[src/rtl/ntt_ctrl.sv]
// ntt_ctrl: address/strobe sequencer for an in-place radix-2 NTT/INTT.
// Each stage reads N/2 butterfly operand pairs. It then drains for LAT cycles,
// so that every stage's write-backs land before the next stage reads.
module ntt_ctrl #(
  parameter int LOGN    = 8,
  parameter int MEM_LAT = 1,
  parameter int BU_LAT  = 2
) (
  input  logic            clk_i,
  input  logic            rst_ni,
  input  logic            start_i,
  input  logic            mode_i,
  output logic            busy_o,
  output logic            done_o,
  output logic            rd_en_o,
  output logic [LOGN-1:0] rd_addr_u_o,
  output logic [LOGN-1:0] rd_addr_t_o,
  output logic [LOGN-1:0] tw_addr_o,
  output logic            CT_nGS_o,
  output logic            wr_en_o,
  output logic [LOGN-1:0] wr_addr_u_o,
  output logic [LOGN-1:0] wr_addr_t_o
);

  localparam int LAT = MEM_LAT + BU_LAT;
  localparam int PW  = (LOGN > 1) ? $clog2(LOGN) : 1;
  localparam int CW  = (LAT > 1) ? $clog2(LAT) : 1;

  localparam logic [LOGN-2:0] C_J_LAST     = {(LOGN-1){1'b1}};
  localparam logic [PW-1:0]   C_P_LAST     = PW'(LOGN - 1);
  localparam logic [CW-1:0]   C_DRAIN_LAST = CW'(LAT - 1);
  localparam logic [LOGN:0]   C_LOGN       = (LOGN+1)'(LOGN);
  localparam logic [LOGN:0]   C_ONE        = (LOGN+1)'(1);

  typedef enum logic [1:0] {
    S_IDLE  = 2'd0,
    S_RUN   = 2'd1,
    S_DRAIN = 2'd2,
    S_DONE  = 2'd3
  } state_t;

  state_t          r_state;
  logic [PW-1:0]   r_p;
  logic [LOGN-2:0] r_j;
  logic [CW-1:0]   r_cnt;
  logic            r_mode;
  logic            r_busy;
  logic            r_done;
  logic            r_rd_en;
  logic [LOGN-1:0] r_rd_u;
  logic [LOGN-1:0] r_rd_t;
  logic [LOGN-1:0] r_tw;

  logic            r_pv [LAT];
  logic [LOGN-1:0] r_pu [LAT];
  logic [LOGN-1:0] r_pt [LAT];

  logic [3*LOGN-1:0] w_addr_next;
  logic [3*LOGN-1:0] w_addr_first;
  logic [LOGN-2:0]   w_j_inc;
  logic [PW-1:0]     w_p_inc;

  // Butterfly addressing for stage p, index j. Forward (CT) walks the half-size
  // from N/2 down to 1, and inverse (GS) walks it from 1 up to N/2.
  // Packed as {u, t, tw}.
  function automatic logic [3*LOGN-1:0] f_addr(input logic            mode,
                                               input logic [PW-1:0]   p,
                                               input logic [LOGN-2:0] j);
    logic [LOGN:0] jj;
    logic [LOGN:0] pp;
    logic [LOGN:0] s;
    logic [LOGN:0] len;
    logic [LOGN:0] g;
    logic [LOGN:0] u;
    logic [LOGN:0] t;
    logic [LOGN:0] tw;
    jj = {2'b00, j};
    pp = {{(LOGN+1-PW){1'b0}}, p};
    if (mode) begin
      s = C_LOGN - C_ONE - pp;
    end else begin
      s = pp;
    end
    len = C_ONE << s;
    g   = jj >> s;
    u   = (g << (s + C_ONE)) | (jj & (len - C_ONE));
    t   = u + len;
    if (mode) begin
      tw = (C_ONE << pp) + g;
    end else begin
      tw = (C_ONE << (C_LOGN - pp)) - C_ONE - g;
    end
    return {u[LOGN-1:0], t[LOGN-1:0], tw[LOGN-1:0]};
  endfunction

  assign w_j_inc      = r_j + {{(LOGN-2){1'b0}}, 1'b1};
  assign w_p_inc      = r_p + {{(PW-1){1'b0}}, 1'b1};
  assign w_addr_next  = f_addr(r_mode, r_p, w_j_inc);
  assign w_addr_first = (r_state == S_IDLE) ? f_addr(mode_i, {PW{1'b0}}, {(LOGN-1){1'b0}})
                                            : f_addr(r_mode, w_p_inc, {(LOGN-1){1'b0}});

  // Sequencer FSM: issues one butterfly per RUN cycle and inserts a LAT-cycle
  // drain between stages. Every output is registered.
  always_ff @(posedge clk_i) begin
    if (!rst_ni) begin
      r_state <= S_IDLE;
      r_p     <= {PW{1'b0}};
      r_j     <= {(LOGN-1){1'b0}};
      r_cnt   <= {CW{1'b0}};
      r_mode  <= 1'b0;
      r_busy  <= 1'b0;
      r_done  <= 1'b0;
      r_rd_en <= 1'b0;
      r_rd_u  <= {LOGN{1'b0}};
      r_rd_t  <= {LOGN{1'b0}};
      r_tw    <= {LOGN{1'b0}};
    end else begin
      case (r_state)
        S_IDLE: begin
          r_done <= 1'b0;
          if (start_i) begin
            r_state <= S_RUN;
            r_p     <= {PW{1'b0}};
            r_j     <= {(LOGN-1){1'b0}};
            r_mode  <= mode_i;
            r_busy  <= 1'b1;
            r_rd_en <= 1'b1;
            {r_rd_u, r_rd_t, r_tw} <= w_addr_first;
          end else begin
            r_state <= S_IDLE;
          end
        end
        S_RUN: begin
          if (r_j == C_J_LAST) begin
            r_state <= S_DRAIN;
            r_cnt   <= {CW{1'b0}};
            r_rd_en <= 1'b0;
            r_rd_u  <= {LOGN{1'b0}};
            r_rd_t  <= {LOGN{1'b0}};
            r_tw    <= {LOGN{1'b0}};
          end else begin
            r_j     <= w_j_inc;
            r_rd_en <= 1'b1;
            {r_rd_u, r_rd_t, r_tw} <= w_addr_next;
          end
        end
        S_DRAIN: begin
          if (r_cnt == C_DRAIN_LAST) begin
            if (r_p == C_P_LAST) begin
              r_state <= S_DONE;
              r_busy  <= 1'b0;
              r_done  <= 1'b1;
            end else begin
              r_state <= S_RUN;
              r_p     <= w_p_inc;
              r_j     <= {(LOGN-1){1'b0}};
              r_rd_en <= 1'b1;
              {r_rd_u, r_rd_t, r_tw} <= w_addr_first;
            end
          end else begin
            r_cnt <= r_cnt + {{(CW-1){1'b0}}, 1'b1};
          end
        end
        S_DONE: begin
          r_state <= S_IDLE;
          r_done  <= 1'b0;
        end
        default: begin
          r_state <= S_IDLE;
          r_busy  <= 1'b0;
          r_done  <= 1'b0;
          r_rd_en <= 1'b0;
        end
      endcase
    end
  end

  // Write-back delay line: read strobe/addresses re-emerge LAT cycles later
  // as the write strobe/addresses. Reset drops every in-flight tag.
  always_ff @(posedge clk_i) begin
    if (!rst_ni) begin
      for (int i = 0; i < LAT; i++) begin
        r_pv[i] <= 1'b0;
        r_pu[i] <= {LOGN{1'b0}};
        r_pt[i] <= {LOGN{1'b0}};
      end
    end else begin
      r_pv[0] <= r_rd_en;
      r_pu[0] <= r_rd_u;
      r_pt[0] <= r_rd_t;
      for (int i = 1; i < LAT; i++) begin
        r_pv[i] <= r_pv[i-1];
        r_pu[i] <= r_pu[i-1];
        r_pt[i] <= r_pt[i-1];
      end
    end
  end

  assign busy_o      = r_busy;
  assign done_o      = r_done;
  assign rd_en_o     = r_rd_en;
  assign rd_addr_u_o = r_rd_u;
  assign rd_addr_t_o = r_rd_t;
  assign tw_addr_o   = r_tw;
  assign CT_nGS_o    = r_mode;
  assign wr_en_o     = r_pv[LAT-1];
  assign wr_addr_u_o = r_pu[LAT-1];
  assign wr_addr_t_o = r_pt[LAT-1];

endmodule

[config.mk]
export PLATFORM = sky130hd
export DESIGN_NAME = ntt_ctrl
export DESIGN_NICKNAME = d
export VERILOG_FILES = /design/src/rtl/ntt_ctrl.sv
export SDC_FILE = /design/constraint.sdc
export NUM_CORES = 1
export LEC_CHECK = 0
export ABC_AREA = 1
export CELL_PAD_IN_SITES_DETAIL_PLACEMENT = 2
export CELL_PAD_IN_SITES_GLOBAL_PLACEMENT = 2
export CORE_MARGIN = 5
export CORE_UTILIZATION = 30
export DETAILED_ROUTE_END_ITERATION = 7
export PLACE_DENSITY = 0.8
export SYNTH_ARGS = -nofsm -noshare
export SYNTH_HDL_FRONTEND = slang
export SYNTH_SLANG_ARGS = --single-unit
[constraint.sdc]
create_clock -name clk_i -period 3.4 [get_ports clk_i]
set_input_delay 0.68 -clock clk_i [delete_from_list [all_inputs] [get_ports clk_i]]
set_output_delay 0.68 -clock clk_i [all_outputs]
set_load 0.05 [all_outputs]
==> metrics.md <==
| Metric | Value |
|---|---|
| Port Buffers | `48` |
| Post-synthesis cell count | `822` |
| Wire per inst | `20.85 µm` |
| GRT overflow | `0` |
| Syn. warnings | `0` |
| CP max stage delay | `410 ps` |
| Count of flip-flops with a built-in enable after synthesis | `0` |
| CTS tree | `yes` |
| Post-synth ARST share | `0` |
| Commonest non-fill, non-tap cell in the layout | `nand2_1` |
| Leak pwr | `0.003652 µW` |
| Hold Path Class | `flop to flop` |
| Cell Area, Synth | `5811 µm²` |
| Worst rel slew slack | `0.5000` |
| Setup TNS | `-264.7 ps` |
| Setup CP Type | `flop to flop` |
| DRC | `0` |
| Yosys top cell area share | `0.3204` |
| Cell taking the most area after synthesis | `dfxtp_1` |
| CP required | `3690 ps` |
| Worst EP arrival | `3870 ps` |
| Post-route antenna net violation count | `0` |
| Share of cells above drive strength 1 | `0.1942` |
| Initial core utilization | `0.3015` |
| Grt peak-use layer | `met2` |
| Ranking of synthesized cells by area | `dfxtp_1, nand2_1, ha_1` |
| RSZ-0062 raised after global routing | `true` |
| Vias | `5840` |
| Flop2flop setup slack | `-180 ps` |
| # H-tree levels | `3` |
| Clock sinks | `93` |
| Register area share after synthesis | `0.3204` |
| Reg clk slew, reported paths | `70 ps` |
| Worst slew pin tran | `747.3 ps` |
| # diodes | `0` |
| First-pass GRT wire length | `34980 µm` |
| Number of vias per cell | `5.009` |
| Crit start category | `flop` |
| Fin crit share | `1.054` |
| Length of the first detailed-routing pass in iterations | `4` |
| Worst path cell trace | `inv_4 > nand2_2 > nand2_4 > inv_4 > ha_1 > inv_1 > nor2_2 > inv_1 > ha_2 > inv_2 > nor4_2 > buf_4 > nand2_1 > o2111ai_1 > nand2_2 > ha_4 > nand4_1 > o221ai_2 > xor2_2 > nand3_1 > nand2_1 > nand2_1 > nand2_1` |
| Total power | `6232 µW` |
| Clock Skew | `10.40 ps` |
| Endpoints failing setup | `2` |
| Core Footprint | `19270 µm²` |
| Num CTS Buffers | `9` |
| Met2 usage | `0.3795` |
| Status | `complete, but fails checks` |
| GR Util met3 | `0.02978` |
| Syn Nets | `879` |
| DRT Wirelength | `24310 µm` |
| Post-DP HPWL | `15870 µm` |
| Vias in the first global route | `6302` |
| Synth unique cells | `50` |
| Die footprint | `22250 µm²` |
| Slew Viols, Final | `0` |
| Post-synth top flop | `dfxtp_1` |
| Die width | `149.2 µm` |
| Fmax | `279.1 MHz` |
| Area growth syn-to-layout | `26.55%` |
| Crit path max fanout | `8` |
| Nets | `953` |
| Met1 Track Usage GR | `0.2273` |
| Yosys reg bits | `93` |
| Failing checks | `negative setup slack` |
| Post-route worst setup slack | `-182.4 ps` |
| Hold buffers post-CTS | `0` |
| Final hold violations | `0` |
| Worst path slowest cell | `dfxtp_4` |
| I/O pin total | `49` |
| Clock Path Buffers | `2` |
| RePlAce Congestion | `0.8621` |
| Most frequent CP cell | `nand2_1` |
| Syn Area/Cell | `7.069 µm²` |
| Most frequent cells in the layout | `nand2_1, inv_1, dfxtp_1` |
| Root Buffer | `clkbuf_16` |
| Clock Latency Late Sink | `360 ps` |
| Cell area power density | `847.5 nW/µm²` |
| Fin crit period | `3582 ps` |
| Die Ht | `149.2 µm` |
| Worst vdd rail ir drop | `0.4207 mV` |
| Initial antenna violation count | `0` |
| Row cnt | `51` |
| Initial DRC count | `216` |
| Maxcap violations | `0` |
| CP Capture Type | `flop` |
| Largest net degree at the start of global routing | `66` |
| GRT Total Usage | `0.1999` |
==> cells in the mapped netlist, types with 11 or more instances <==
master and instances:
dfxtp_1 93, buf_4 17, nand2_2 11, o21ai_0 35, a21oi_1 56, nor3_1 14
inv_1 137, nand2_1 187, nor2_1 56, ha_1 50, inv_2 12, nand3_1 43
==> layout make-up <==
cell class | count | area (µm²)
clock buffer | 9 | 225.2
clock inverter | 7 | 75.07
fill | 2267 | 11920
inverter | 149 | 564.3
multi-input combinational | 542 | 3386
sequential | 93 | 1878
tap | 265 | 331.6
timing repair buffer | 101 | 893.4
==> metrics by stage <==
step / cells / setup slack, ps / utilization / instance area (µm²) / hold WS [ps]
2_1_floorplan: 822 / 43.79 / - / 5817 / 390.5
3_3_place_gp: 1139 / 95.59 / 0.3473 / 6693 / 392.5
3_5_place_dp: 1139 / -75.82 / 0.3473 / 6693 / 404.7
4_1_cts: 1159 / -30.71 / 0.3693 / 7117 / 421.2
5_1_grt: 1166 / -318.6 / 0.3816 / 7353 / 435.5
6_report: 1166 / -182.4 / 0.3816 / 7353 / 417.1
==> state kept, by name, indices dropped and copies added, names as in the netlist <==
signal       count
busy_o           1
rd_addr_u_o      8
tw_addr_o        8
r_pt            24
r_pu            24
r_state          2
r_p              3
rd_en_o          1
r_pv             3
r_cnt            2
r_j              7
done_o           1
CT_nGS_o         1
rd_addr_t_o      8
==> routing by layer <==
metal  wire length [µm]  up-vias  part of all wire
met5                  0        -                 0
met4               1109        0             0.046
met3                705       73             0.029
met2              13060      133              0.54
met1               9439     2893              0.39
li1                   -     2741                 -
==> path summary, 6_finish.rpt <==
check             start             end  cells after the start
max            CT_nGS_o  rd_addr_t_o[7]                     23
min          r_pt[0][8]     r_pt[0][16]                      2
max reg2reg    CT_nGS_o  rd_addr_t_o[7]                     23
min reg2reg  r_pt[0][8]     r_pt[0][16]                      2
==> worst max-delay path: cells and delay by family (launching register included) <==
kind / cells / cell delay, ps
buf+inv: 6 / 610
simple gates: 11 / 1170
fa+ha+maj: 3 / 720
compound gates: 2 / 350
xor+xnor: 1 / 260
flops: 1 / 410
==> kinds of logic (layout without fill, tap and decap cells) <==
kind of cell / count (synthesis) / count (layout) / share of synthesized area
AO/OA/AOI/OAI: 136 / 136 / 0.1378
XOR/XNOR: 13 / 13 / 0.02283
adder cells (fa/ha/maj): 53 / 53 / 0.1180
buffers and inverters: 187 / 266 / 0.1382
flip-flops: 93 / 93 / 0.3204
AND/OR/NAND/NOR: 340 / 340 / 0.2627
==> timing repair <==
action	4_1_cts	5_1_grt
pin swaps	13	23
setup endpoints to repair	7	7
setup buffers	4	7
resized for setup	27	47
==> power by group <==
| group | switching (µW) | total, µW | internal, µW |
|---|---|---|---|
| registers | 137 | 1420 | 1290 |
| clock network | 516 | 1040 | 522 |
| logic | 2500 | 3770 | 1270 |
No activity file was read; power rests on OpenSTA's default activity.
